--- src/rtl/stego_embed_ctrl_pkg.sv ---
// ============================================================================
// Module  : stego_pkg
// Brief   : Shared state encoding, defaults and sizing helper for the
//           LSB audio embedding controller.
// Revision: 1.0 - initial release
// ============================================================================
`default_nettype none

package stego_pkg;

    typedef enum logic [1:0] {
        ST_IDLE    = 2'b00,
        ST_SYNC    = 2'b01,
        ST_PAYLOAD = 2'b10,
        ST_GAP     = 2'b11
    } state_t;

    localparam int          DEF_BPS       = 24;
    localparam logic [7:0]  DEF_SYNC_WORD = 8'hA5;

    // One counter serves all three phases, so it must hold the largest count.
    function automatic int cnt_width(input int a, input int b, input int c);
        int m;
        m = a;
        if (b > m) m = b;
        if (c > m) m = c;
        return $clog2(m + 1);
    endfunction

endpackage

`default_nettype wire

--- src/rtl/stego_embed_ctrl_if.sv ---
// ============================================================================
// Module  : stego_embed_ctrl_if
// Brief   : Message and sample stream bundle between source, embedder, sink.
// Revision: 1.0 - initial release
// ============================================================================
`default_nettype none

interface stego_embed_ctrl_if
    import stego_pkg::*;
#(
    parameter int BPS     = DEF_BPS,
    parameter int MSG_LEN = 88
);
    logic               in_msg_load;
    logic [MSG_LEN-1:0] in_msg;
    logic               in_sample_valid;
    logic [BPS-1:0]     in_sample;
    logic [BPS-1:0]     out_sample;
    logic               out_sample_valid;
    logic               out_busy;
    logic               out_msg_done;
    logic               out_pending;

    modport master (
        output in_msg_load, in_msg, in_sample_valid, in_sample,
        input  out_sample, out_sample_valid, out_busy, out_msg_done, out_pending
    );

    modport slave (
        input  in_msg_load, in_msg, in_sample_valid, in_sample,
        output out_sample, out_sample_valid, out_busy, out_msg_done, out_pending
    );

endinterface

`default_nettype wire

--- src/rtl/stego_embed_ctrl_lsb_insert.sv ---
// ============================================================================
// Module  : lsb_insert
// Brief   : Registered single-sample LSB replacement with valid pass-along.
// Revision: 1.0 - initial release
// ============================================================================
`default_nettype none

module lsb_insert
    import stego_pkg::*;
#(
    parameter int BPS = DEF_BPS
) (
    input  wire logic           in_clk,
    input  wire logic           in_rst,
    input  wire logic [BPS-1:0] in_sample,
    input  wire logic           in_bit,
    input  wire logic           in_embed_en,
    input  wire logic           in_valid,
    output logic      [BPS-1:0] out_sample,
    output logic                out_valid
);

    logic [BPS-1:0] r_sample;
    logic           r_valid;

    always_ff @(posedge in_clk or posedge in_rst) begin
        if (in_rst) begin
            r_sample <= '0;
            r_valid  <= 1'b0;
        end else begin
            r_valid  <= in_valid;
            r_sample <= in_embed_en ? {in_sample[BPS-1:1], in_bit} : in_sample;
        end
    end

    assign out_sample = r_sample;
    assign out_valid  = r_valid;

endmodule

`default_nettype wire

--- src/rtl/stego_embed_ctrl.sv ---
// ============================================================================
// Module  : stego_embed_ctrl
// Brief   : Frames a message as sync word + payload and embeds one bit per
//           valid audio sample LSB, with gap, repeat and one-deep queueing.
// Revision: 1.0 - initial release
// ============================================================================
`default_nettype none

module stego_embed_ctrl
    import stego_pkg::*;
#(
    parameter int                  BPS         = DEF_BPS,
    parameter int                  MSG_LEN     = 88,
    parameter int                  SYNC_LEN    = 8,
    parameter logic [SYNC_LEN-1:0] SYNC_WORD   = SYNC_LEN'(DEF_SYNC_WORD),
    parameter int                  GAP_SAMPLES = 16,
    parameter int                  REPEAT      = 1
) (
    input  wire logic         in_clk,
    input  wire logic         in_rst,
    stego_embed_ctrl_if.slave bus
);

    localparam int            CW          = cnt_width(SYNC_LEN, MSG_LEN, GAP_SAMPLES);
    localparam logic [CW-1:0] c_SYNC_LAST = CW'(SYNC_LEN - 1);
    localparam logic [CW-1:0] c_MSG_LAST  = CW'(MSG_LEN - 1);
    localparam logic [CW-1:0] c_GAP_LAST  = CW'((GAP_SAMPLES > 0) ? GAP_SAMPLES - 1 : 0);

    state_t              r_state, w_state_nxt;
    logic [CW-1:0]       r_cnt, w_cnt_nxt;
    logic [MSG_LEN-1:0]  r_active, r_pend_msg, r_pay_sr;
    logic [SYNC_LEN-1:0] r_sync_sr;
    logic                r_pending, r_msg_done;

    logic w_embed, w_bit, w_resolve, w_done;
    logic w_idle_load, w_take_pend, w_start_sync, w_start_pay;

    always_ff @(posedge in_clk or posedge in_rst) begin
        if (in_rst) begin
            r_state <= ST_IDLE;
            r_cnt   <= '0;
        end else begin
            r_state <= w_state_nxt;
            r_cnt   <= w_cnt_nxt;
        end
    end

    always_comb begin
        w_state_nxt  = r_state;
        w_cnt_nxt    = r_cnt;
        w_embed      = 1'b0;
        w_bit        = 1'b0;
        w_resolve    = 1'b0;
        w_done       = 1'b0;
        w_idle_load  = 1'b0;
        w_take_pend  = 1'b0;
        w_start_sync = 1'b0;
        w_start_pay  = 1'b0;
        case (r_state)
            ST_IDLE: begin
                if (bus.in_msg_load) begin
                    w_state_nxt  = ST_SYNC;
                    w_cnt_nxt    = '0;
                    w_idle_load  = 1'b1;
                    w_start_sync = 1'b1;
                end
            end
            ST_SYNC: begin
                w_bit = r_sync_sr[SYNC_LEN-1];
                if (bus.in_sample_valid) begin
                    w_embed = 1'b1;
                    if (r_cnt == c_SYNC_LAST) begin
                        w_state_nxt = ST_PAYLOAD;
                        w_cnt_nxt   = '0;
                        w_start_pay = 1'b1;
                    end else begin
                        w_cnt_nxt = r_cnt + 1'b1;
                    end
                end
            end
            ST_PAYLOAD: begin
                w_bit = r_pay_sr[MSG_LEN-1];
                if (bus.in_sample_valid) begin
                    w_embed = 1'b1;
                    if (r_cnt == c_MSG_LAST) begin
                        w_done = 1'b1;
                        if (GAP_SAMPLES > 0) begin
                            w_state_nxt = ST_GAP;
                            w_cnt_nxt   = '0;
                        end else begin
                            w_resolve = 1'b1;
                        end
                    end else begin
                        w_cnt_nxt = r_cnt + 1'b1;
                    end
                end
            end
            ST_GAP: begin
                if (bus.in_sample_valid) begin
                    if (r_cnt == c_GAP_LAST) w_resolve = 1'b1;
                    else                     w_cnt_nxt = r_cnt + 1'b1;
                end
            end
            default: w_state_nxt = ST_IDLE;
        endcase

        // A queued message outranks repeating the current one.
        if (w_resolve) begin
            w_cnt_nxt = '0;
            if (r_pending) begin
                w_state_nxt  = ST_SYNC;
                w_take_pend  = 1'b1;
                w_start_sync = 1'b1;
            end else if (REPEAT != 0) begin
                w_state_nxt  = ST_SYNC;
                w_start_sync = 1'b1;
            end else begin
                w_state_nxt = ST_IDLE;
            end
        end
    end

    // Shift copies keep the active message untouched while bits stream out.
    always_ff @(posedge in_clk or posedge in_rst) begin
        if (in_rst) begin
            r_active   <= '0;
            r_pend_msg <= '0;
            r_pending  <= 1'b0;
            r_sync_sr  <= '0;
            r_pay_sr   <= '0;
            r_msg_done <= 1'b0;
        end else begin
            r_msg_done <= w_done;
            if (w_idle_load)      r_active <= bus.in_msg;
            else if (w_take_pend) r_active <= r_pend_msg;

            if (bus.in_msg_load && (r_state != ST_IDLE)) begin
                r_pending  <= 1'b1;
                r_pend_msg <= bus.in_msg;
            end else if (w_take_pend) begin
                r_pending <= 1'b0;
            end

            if (w_start_sync)                           r_sync_sr <= SYNC_WORD;
            else if (w_embed && (r_state == ST_SYNC))   r_sync_sr <= r_sync_sr << 1;

            if (w_start_pay)                            r_pay_sr <= r_active;
            else if (w_embed && (r_state == ST_PAYLOAD)) r_pay_sr <= r_pay_sr << 1;
        end
    end

    lsb_insert #(
        .BPS(BPS)
    ) u_lsb_insert (
        .in_clk      (in_clk),
        .in_rst      (in_rst),
        .in_sample   (bus.in_sample),
        .in_bit      (w_bit),
        .in_embed_en (w_embed),
        .in_valid    (bus.in_sample_valid),
        .out_sample  (bus.out_sample),
        .out_valid   (bus.out_sample_valid)
    );

    assign bus.out_busy     = (r_state != ST_IDLE);
    assign bus.out_msg_done = r_msg_done;
    assign bus.out_pending  = r_pending;

endmodule

`default_nettype wire

--- src/flat_wrapper.sv ---
// flat-port wrapper written by rule: the top's interface ports become plain ports
module stego_embed_ctrl_flat import stego_pkg::*;
#(
    parameter int                  BPS         = DEF_BPS,
    parameter int                  MSG_LEN     = 88,
    parameter int                  SYNC_LEN    = 8,
    parameter logic [SYNC_LEN-1:0] SYNC_WORD   = SYNC_LEN'(DEF_SYNC_WORD),
    parameter int                  GAP_SAMPLES = 16,
    parameter int                  REPEAT      = 1
)
  (in_clk, in_rst, bus_in_msg_load, bus_in_msg, bus_in_sample_valid, bus_in_sample, bus_out_sample, bus_out_sample_valid, bus_out_busy, bus_out_msg_done, bus_out_pending);
  stego_embed_ctrl_if #(.BPS(BPS), .MSG_LEN(MSG_LEN)) bus_i ();
  input  wire logic in_clk;
  input  wire logic in_rst;
  input wire logic [$bits(bus_i.in_msg_load)-1:0] bus_in_msg_load;
  input wire logic [$bits(bus_i.in_msg)-1:0] bus_in_msg;
  input wire logic [$bits(bus_i.in_sample_valid)-1:0] bus_in_sample_valid;
  input wire logic [$bits(bus_i.in_sample)-1:0] bus_in_sample;
  output wire logic [$bits(bus_i.out_sample)-1:0] bus_out_sample;
  output wire logic [$bits(bus_i.out_sample_valid)-1:0] bus_out_sample_valid;
  output wire logic [$bits(bus_i.out_busy)-1:0] bus_out_busy;
  output wire logic [$bits(bus_i.out_msg_done)-1:0] bus_out_msg_done;
  output wire logic [$bits(bus_i.out_pending)-1:0] bus_out_pending;
  assign bus_i.in_msg_load = bus_in_msg_load;
  assign bus_i.in_msg = bus_in_msg;
  assign bus_i.in_sample_valid = bus_in_sample_valid;
  assign bus_i.in_sample = bus_in_sample;
  assign bus_out_sample = bus_i.out_sample;
  assign bus_out_sample_valid = bus_i.out_sample_valid;
  assign bus_out_busy = bus_i.out_busy;
  assign bus_out_msg_done = bus_i.out_msg_done;
  assign bus_out_pending = bus_i.out_pending;
  stego_embed_ctrl #(.BPS(BPS), .MSG_LEN(MSG_LEN), .SYNC_LEN(SYNC_LEN), .SYNC_WORD(SYNC_WORD), .GAP_SAMPLES(GAP_SAMPLES), .REPEAT(REPEAT)) u_core (.in_clk(in_clk), .in_rst(in_rst), .bus(bus_i));
endmodule
--- config.mk ---
export PLATFORM = sky130hd
export DESIGN_NAME = stego_embed_ctrl_flat
export DESIGN_NICKNAME = d
export VERILOG_FILES = /design/src/rtl/stego_embed_ctrl_pkg.sv /design/src/rtl/stego_embed_ctrl_if.sv /design/src/rtl/stego_embed_ctrl_lsb_insert.sv /design/src/rtl/stego_embed_ctrl.sv /design/src/flat_wrapper.sv
export SDC_FILE = /design/constraint.sdc
export NUM_CORES = 1
export LEC_CHECK = 0
export CORE_ASPECT_RATIO = 0.8
export CORE_UTILIZATION = 45
export CTS_BUF_LIST = sky130_fd_sc_hd__clkbuf_16
export DETAILED_ROUTE_END_ITERATION = 16
export PLACE_DENSITY = 0.74
export SYNTH_ARGS = -nofsm -noshare
export SYNTH_HDL_FRONTEND = slang
export SYNTH_SLANG_ARGS = --single-unit
--- constraint.sdc ---
create_clock -name in_clk -period 16.4 [get_ports in_clk]
set_input_delay 4.92 -clock in_clk [delete_from_list [all_inputs] [get_ports in_clk]]
set_output_delay 4.92 -clock in_clk [all_outputs]
set_load 0.02 [all_outputs]
# Word-level counts from Yosys, hierarchy flattened
# Index checks and enable logic that the tools add are counted.
# classes
n_addsub,1
eq_ne,13
reduce_logical,13
mux,42
# op_table
operator,count
2-to-1 mux 88 bit,4
2-to-1 mux 7 bit,8
case mux 7 bit (4 select lines),1
2-to-1 mux 1 bit,19
2-to-1 mux 8 bit,2
"inequality test 3 x 2 -> 1 bit, second input constant",5
2-to-1 mux 2 bit,6
nonzero test 2 bit,5
"adder 7 x 1 -> 7 bit, second input constant",1
"equality test 7 x 3 -> 1 bit, second input constant",1
"equality test 7 x 4 -> 1 bit, second input constant",1
"equality test 7 bit, second input constant",1
"inequality test 3 x 1 -> 1 bit, second input constant",2
case mux 2 bit (3 select lines),1
AND reduction 6 bit,1
AND reduction 5 bit,1
"equality test 2 bit, second input constant",2
nonzero test 4 bit,1
logical AND 1 bit,3
"equality test 2 x 1 -> 1 bit, second input constant",1
zero test 2 bit,1
case mux 1 bit (2 select lines),1
OR reduction 2 bit,1
# totals
register_bits,308
inputBits,116
out_inout_bits,28
wordCells,79

# Logic depth before layout (Yosys ltp)
# Gate-level depths: netlist (run 1).
# logic_depth
ltp_word,7
ltp_mapped,10

# Hierarchy
# A second synthesis (run 1) with hierarchy kept.
# unflattened
hier_cells,1100
area_unflattened_um2,12993.7
# by_module_without_submodules
module,area_per_inst_um2,seq_area_each_um2,n_inst,cells_each
stego_embed_ctrl,12349.3,7081.8,1,1073
lsb_insert,644.4,625.6,1,27

# Worst setup path before layout (run 1)
# No wires, ideal clock.
# synth_timing
path_type,input-to-reg
start,in bus_in_msg_load
end,reg u_core.r_active[10]
cell_stages,5
slack_ns,10.303
arrival_time_ns,5.965
setup_time_ns,0.132
path_cell_list,and2_1 -> buf_2 -> buf_1 -> mux2i_1 -> o21ai_1
# synth_between
elab_chain_cells,3
elab_cells_between_ends,4
cone_classes,3 x mux; 1 x reduce/logical
# synth_rtl
element,line_no,source
"start, declared",flat_wrapper.sv:15,input wire logic [$bits(bus_i.in_msg_load)-1:0] bus_in_msg_load;
2-to-1 mux 1 bit *,stego_embed_ctrl.sv:61,if (bus.in_msg_load) begin
2-to-1 mux 1 bit *,stego_embed_ctrl.sv:59,case (r_state)
2-to-1 mux 88 bit / nonzero test 2 bit (equally long branches),--,
"end signal, assigned",stego_embed_ctrl.sv:134,if (w_idle_load) r_active <= bus.in_msg;
"end signal, assigned",stego_embed_ctrl.sv:135,else if (w_take_pend) r_active <= r_pend_msg;
"end, declared",stego_embed_ctrl.sv:31,"logic [MSG_LEN-1:0] r_active, r_pend_msg, r_pay_sr;"
# Mark *: on every way between the ends. The rest lies on a longest branch, timed or not.
# A chain may end at the register's enable or synchronous reset.

# Worst setup path in the final report (run 1)
# layout_timing
start,in bus_in_sample_valid
end,reg u_core.r_pay_sr[75]
# layout_between
elab_chain_cells,4
elab_cells_between_ends,7
cone_classes,5 x mux; 2 x reduce/logical
# layout_rtl
element,line_no,source
"start, declared",flat_wrapper.sv:17,input wire logic [$bits(bus_i.in_sample_valid)-1:0] bus_in_sample_valid;
2-to-1 mux 1 bit,"stego_embed_ctrl.sv:70, stego_embed_ctrl.sv:83",
2-to-1 mux 1 bit,--,
logical AND 1 bit,stego_embed_ctrl.sv:148,else if (w_embed && (r_state == ST_PAYLOAD)) r_pay_sr <= r_pay_sr << 1;
nonzero test 2 bit (no line),--,
"end signal, assigned",stego_embed_ctrl.sv:147,if (w_start_pay) r_pay_sr <= r_active;
"end signal, assigned",stego_embed_ctrl.sv:148,
"end, declared",stego_embed_ctrl.sv:31,
# Parallel ways exist; a longest one is shown, timed or not.

==> flow_metrics.py, run 1 <==
metrics = {
    "drt": {
        "vias": 8413,
        "drc_errors": 0,
        "drt_iter0_markers": 565,
        "drt-wirelength-per-cell_um": 15.5,
        "ant_nets": 0,
        "detail_route.vias_per_cell": 5.25,
        "routed_wl_mm": 24.9,
        "dr.pass1.iters": 5,
    },
    "clock_network": {
        "holdBufCountCts": 0,
        "numClockSinks": 308,
        "cts_tree": "yes",
        "postCtsSetupBuffers": 0,
        "clockBufferDepth": 3,
        "path_clk_slew_ns": 0.06,
        "numCtsBuffers": 30,
        "clock-root-buffer": "clkbuf_16",
        "cts_resized": 0,
        "worstSkewPairLatency_ns": 0.56,
        "htreeDepth": 1,
    },
    "grt": {
        "grtUsageMet1_pct": 26.1,
        "first_global_vias": 8411,
        "grt_max_degree": 178,
        "use_met3_pct": 3.16,
        "grt_antenna_before_repair": 0,
        "grt.total_usage_pct": 17.6,
        "grt-busiest-layer": "met2",
        "grt_first_pass_wirelength_mm": 42.2,
        "grtUsageMet2_pct": 26.5,
        "overflow": 0,
    },
    "layout": {
        "antenna_cells": 0,
        "areaGrowthSynthToFinish_pct": 20.0,
        "fin_nets": 1340,
        "utilization_pct": 55.5,
        "drive_gt1_share_pct": 12.3,
    },
    "timing": {
        "setup_viol": 0,
        "finalSetupTns_ns": 0,
        "worst_slew_pin_slew_ns": 1.16,
        "rsz0062_at_grt": "false",
        "post-route-period-util_pct": 43.9,
        "finalHoldViolations": 0,
        "min_period_ns": 7.19,
        "hold_slack_ns": 0.475,
        "clock.fmax_ghz": 0.139,
        "fin_skew_ns": 0.0214,
        "drv_slew": 0,
        "slew_headroom_pct": 22.4,
    },
    "power": {
        "seqPwrFrac_pct": 47.6,
        "p_int_mw": 1.66,
        "power_leakage_nw": 7.32,
        "p_clk_share_pct": 26.8,
        "ir_drop_mv": 0.0872,
        "switching_share_pct": 30.9,
        "power_density_nw_per_um2": 157,
        "p_switching_mw": 0.741,
        "power_frac_comb_pct": 25.6,
    },
    "floorplanning": {
        "rows": 54,
        "die_area_um2": 29000,
        "start_util_pct": 46.3,
        "die_y_um": 153,
        "coreArea_um2": 27600,
        "dieWidth_um": 190,
        "io_pins": 144,
    },
    "logic_synthesis": {
        "yosysMostFrequentCell": "dfrtp_1",
        "syn_inst": 1107,
        "synth_cell_types": 46,
        "synthTopCellsByArea": "dfrtp_1 (60%), nand2_1 (8.5%), mux2_2 (7.8%)",
        "yosys.area.top_type": "dfrtp_1",
        "yosysWarnings": 0,
        "async_flop_share_pct": 100,
        "syn_area_um2": 12800,
        "synth_top_area_share_pct": 60.4,
        "syn_avg_cell_area_um2": 11.5,
        "synth_common_cells": "dfrtp_1 (308), nand2_1 (290), mux2i_1 (91), mux2_2 (88), a22oi_1 (86)",
        "ys_ff_latch": 308,
        "syn-num-nets": 1230,
        "synthFlopType": "dfrtp_1",
        "yosysSeqAreaShare_pct": 60.4,
        "synth_edf_count": 0,
    },
    "placement": {
        "globalplace.congestion": 0.762,
        "io_buffers": 143,
        "post-dp-hpwl_mm": 15.1,
    },
    "worst_setup_path": {
        "arrival_ns": 7.68,
        "critPathCaptureType": "register",
        "critPathKind": "input pin to register",
        "worst_setup_path_start_kind": "input pin",
        "critPathRequiredTime_ns": 16.88,
        "cp_max_fo": 48,
    },
    "status": {
        "status": "completed",
    },
    "hold_path": {
        "hold_class": "register to register",
    },
    "run": {
        "cap_violations": 0,
    },
}
==> layer usage <==
layer / share of wire, % / routed length [um]
met3: 4.9 / 1220
met5: 0 / 0
met2: 44 / 11000
met4: 2.2 / 557
met1: 49 / 12100
==> through the flow <==
step	power (mW)	setup slack, ns	instances	instance area (um2)
6_report	2.40	9.21	1604	15300
5_1_grt	2.57	9.00	1604	15300
4_1_cts	2.43	9.24	1604	15300
3_5_place_dp	1.78	8.65	1549	14400
3_3_place_gp	1.75	8.77	1549	14400
2_1_floorplan	1.60	2.96	1107	12800
==> cell families after synthesis <==
logic type               count (synthesis)  share of synthesized area, %
adder cells (fa/ha/maj)                  7                         0.686
flip-flops                             308                          60.4
AO/OA/AOI/OAI                          204                          10.1
AND/OR/NAND/NOR                        332                          10.8
multiplexers                           179                          14.9
buffers and inverters                   77                          3.13
==> flip-flops by register name (all words and copies together) (netlist names) <==
register                        cells
u_core.u_lsb_insert.out_sample     24
u_core.r_active                    88
u_core.bus.out_pending              1
u_core.r_cnt                        7
u_core.r_pend_msg                  88
u_core.u_lsb_insert.out_valid       1
u_core.bus.out_msg_done             1
u_core.r_pay_sr                    88
u_core.r_state                      2
u_core.r_sync_sr                    8
==> cell usage in the layout, fill, tap and decap left out, types with 12 or more instances in the layout <==
cell / instances
mux2i_1: 91
clkdlybuf4s50_1: 143
o21ai_0: 54
o21ai_1: 41
mux2_2: 88
nand2_1: 288
clkbuf_16: 30
dfrtp_1: 308
inv_1: 12
a22oi_1: 86
==> worst max-delay path, stage by stage <==
cell and delay [ns]:
clkdlybuf4s50_1 0.82, nand2_1 0.29, nor2_4 0.78, buf_4 0.58, a22oi_1 0.14, nand2_1 0.10
==> power groups by stage <==
stage / Sequential, mW / Clock, mW / Combinational, mW
2_1_floorplan: 1.12 / 0 / 0.479
3_3_place_gp: 1.14 / 0 / 0.603
3_5_place_dp: 1.15 / 0 / 0.625
4_1_cts: 1.14 / 0.664 / 0.627
5_1_grt: 1.17 / 0.695 / 0.700
6_report: 1.14 / 0.642 / 0.616
==> final timing paths <==
check	from	end	slack, ns	cells after the start
worst max-delay path	bus_in_sample_valid	u_core.r_pay_sr[75]	9.21	6
worst min-delay path	u_core.r_pay_sr[64]	u_core.r_pay_sr[64]	0.48	2
worst max register to register	u_core.r_state[0]	u_core.r_pay_sr[75]	13.50	7
worst min register to register	u_core.r_pay_sr[64]	u_core.r_pay_sr[64]	0.48	2
max in group asynchronous	in_rst	u_core.u_lsb_insert.out_sample[17]	10.08	3
min in group asynchronous	in_rst	u_core.r_pend_msg[27]	4.90	2
==> final cells by class <==
type	count	area [um2]
clock buffer	30	751
clock inverter	25	171
fill	2346	12300
inverter	5	26.3
multi-input combinational	722	4700
sequential	308	7710
tap	364	455
timing repair buffer	150	1500
No activity file was read; power rests on OpenSTA's default activity.
==> inputs of run 2 (changes only) <==
--- a/config.mk
+++ b/config.mk
@@ -9,7 +9,7 @@
 export CORE_UTILIZATION = 45
 export CTS_BUF_LIST = sky130_fd_sc_hd__clkbuf_16
 export DETAILED_ROUTE_END_ITERATION = 16
-export PLACE_DENSITY = 0.74
+export PLACE_DENSITY = 0.77
 export SYNTH_ARGS = -nofsm -noshare
 export SYNTH_HDL_FRONTEND = slang
 export SYNTH_SLANG_ARGS = --single-unit
==> constraint.sdc (replaced) <==
create_clock -name in_clk -period 6.4 [get_ports in_clk]
set_input_delay 1.92 -clock in_clk [delete_from_list [all_inputs] [get_ports in_clk]]
set_output_delay 1.92 -clock in_clk [all_outputs]
set_load 0.02 [all_outputs]
==> flow_metrics.py, run 2 (synthesized netlist as in run 1, its figures left out) <==
metrics = {
    "grt": {
        "grt_max_degree": 172,
        "first_global_vias": 8594,
        "overflow": 0,
        "grt_first_pass_wirelength_mm": 43.1,
        "grt_antenna_before_repair": 0,
        "grt.total_usage_pct": 18.0,
    },
    "worst_setup_path": {
        "arrival_ns": 2.16,
        "cp_max_fo": 4,
        "critPathKind": "register to output port",
        "critical-path-top-delay-family": "buffers and inverters",
        "worst_setup_path_start_kind": "register",
        "critPathRequiredTime_ns": 4.48,
        "path_common_cell": "inv_1",
        "max_stage_delay_ns": 0.64,
        "critPathBufInv": 3,
        "critPathCaptureType": "output port",
        "critical_path.startpoint": "u_core.r_state[0]",
        "slowest_stage": "clkdlybuf4s50_1",
        "path_cells": "inv_1 > ha_1 > inv_1 > clkdlybuf4s50_1",
        "reg2reg_from": "u_core.r_state[1]",
    },
    "clock_network": {
        "htreeDepth": 1,
        "numClockSinks": 308,
        "cts_resized": 0,
        "path_clk_slew_ns": 0.06,
        "holdBufCountCts": 0,
        "cts_tree": "yes",
        "clock-root-buffer": "clkbuf_16",
        "numCtsBuffers": 30,
        "postCtsSetupBuffers": 0,
        "worstSkewPairLatency_ns": 0.54,
        "clockBufferDepth": 3,
    },
    "timing": {
        "worst_slew_pin_slew_ns": 1.08,
        "setup_viol": 0,
        "post-route-period-util_pct": 63.8,
        "min_period_ns": 4.08,
        "slew_headroom_pct": 28.1,
        "finalHoldViolations": 0,
        "rsz0062_at_grt": "false",
        "drv_slew": 0,
        "finalSetupTns_ns": 0,
        "fin_skew_ns": 0.0134,
        "clock.fmax_ghz": 0.245,
    },
    "drt": {
        "vias": 8450,
        "drt_iter0_markers": 481,
        "ant_nets": 0,
        "routed_wl_mm": 25.1,
        "drc_errors": 0,
        "drt-wirelength-per-cell_um": 15.6,
        "detail_route.vias_per_cell": 5.26,
        "dr.pass1.iters": 5,
    },
    "power": {
        "power_leakage_nw": 7.37,
        "p_switching_mw": 1.90,
        "power_density_nw_per_um2": 406,
        "switching_share_pct": 30.4,
        "ir_drop_mv": 0.213,
        "p_int_mw": 4.36,
        "seqPwrFrac_pct": 46.8,
        "p_clk_share_pct": 27.5,
        "power_frac_comb_pct": 25.7,
    },
    "floorplanning": {
        "coreArea_um2": 27600,
        "dieWidth_um": 190,
        "rows": 54,
        "start_util_pct": 46.3,
        "die_y_um": 153,
        "die_area_um2": 29000,
        "io_pins": 144,
    },
    "layout": {
        "final_cell_mix": "dfrtp_1 (308), nand2_1 (288), clkdlybuf4s50_1 (143), mux2i_1 (91), mux2_2 (88)",
        "stdcell_count": 1605,
        "largestRegisters": "u_core.r_active (88), u_core.r_pay_sr (88), u_core.r_pend_msg (88)",
        "antenna_cells": 0,
        "drive_gt1_share_pct": 12.3,
        "fin_nets": 1344,
        "layout_commonest_cell": "dfrtp_1",
        "fillCellCount": 2313,
        "utilization_pct": 55.9,
        "areaGrowthSynthToFinish_pct": 20.8,
    },
    "hold_path": {
        "min_from": "u_core.r_pay_sr[22]",
        "hold_class": "register to register",
    },
    "placement": {
        "io_buffers": 143,
        "globalplace.congestion": 0.755,
        "placed_cells": 1553,
        "post-dp-hpwl_mm": 15.7,
    },
    "run": {
        "cap_violations": 0,
    },
    "status": {
        "status": "completed",
    },
}
==> run 2: cell count changes in the layout (fill, tap and decap cells not counted), sizes merged <==
cell,change
buf,+4
bufinv,+2
clkbuf,+1
clkinv,-6
clkinvlp,+1
inv,-1
==> run 2: worst paths after layout <==
check,endpoint,slack (ns),cells after the start
worst max-delay path,bus_out_busy,2.32,4
worst max register to register,u_core.r_pay_sr[57],3.64,7
max in group asynchronous,u_core.r_pend_msg[41],3.69,3
min in group asynchronous,u_core.u_lsb_insert.out_sample[17],1.92,3
worst min-delay path,u_core.r_pay_sr[22],0.48,2
worst min register to register,u_core.r_pay_sr[22],0.48,2
==> run 2: cell type report <==
cell class | instances | area (um2) | share of cell area (%)
timing repair buffer | 154 | 1560 | 10.1
inverter | 5 | 22.5 | 0.146
clock inverter | 21 | 186 | 1.21
multi-input combinational | 722 | 4700 | 30.5
clock buffer | 31 | 776 | 5.03
sequential | 308 | 7710 | 50.0
tap | 364 | 455 | 2.96
==> run 2: metal layers <==
metal  vias to the layer above  track usage [%]  part of all wire [%]
li1                       4058                -                     -
met4                         0             4.04                   1.7
met3                        35             3.20                   5.0
met5                         -                0                     0
met1                      4167             26.3                    48
met2                       190             27.9                    45
==> run 2: tightest hold or removal path: cells and delay by family, from the launching register on <==
family | cells | cell delay, ns
DFF | 1 | 0.34
and+or+nand+nor | 2 | 0.10
==> run 2: power by group through the flow <==
stage	registers, mW	logic [mW]	clock network (mW)
after CTS	2.93	1.64	1.78
after floorplan	2.87	1.23	0
after global routing	3.01	1.83	1.85
after detailed placement	2.95	1.64	0
final	2.93	1.61	1.72
after global placement	2.93	1.57	0
==> run 2: stage by stage <==
step                      area (um2)  power (mW)  setup slack, ns  hold WS [ns]
after floorplan                12800        4.10            0.381         0.445
after global placement         14400        4.49             2.00         0.458
after detailed placement       14400        4.59             1.89         0.463
after CTS                      15400        6.34             2.27         0.478
after global routing           15400        6.70             2.18         0.484
final                          15400        6.26             2.32         0.476
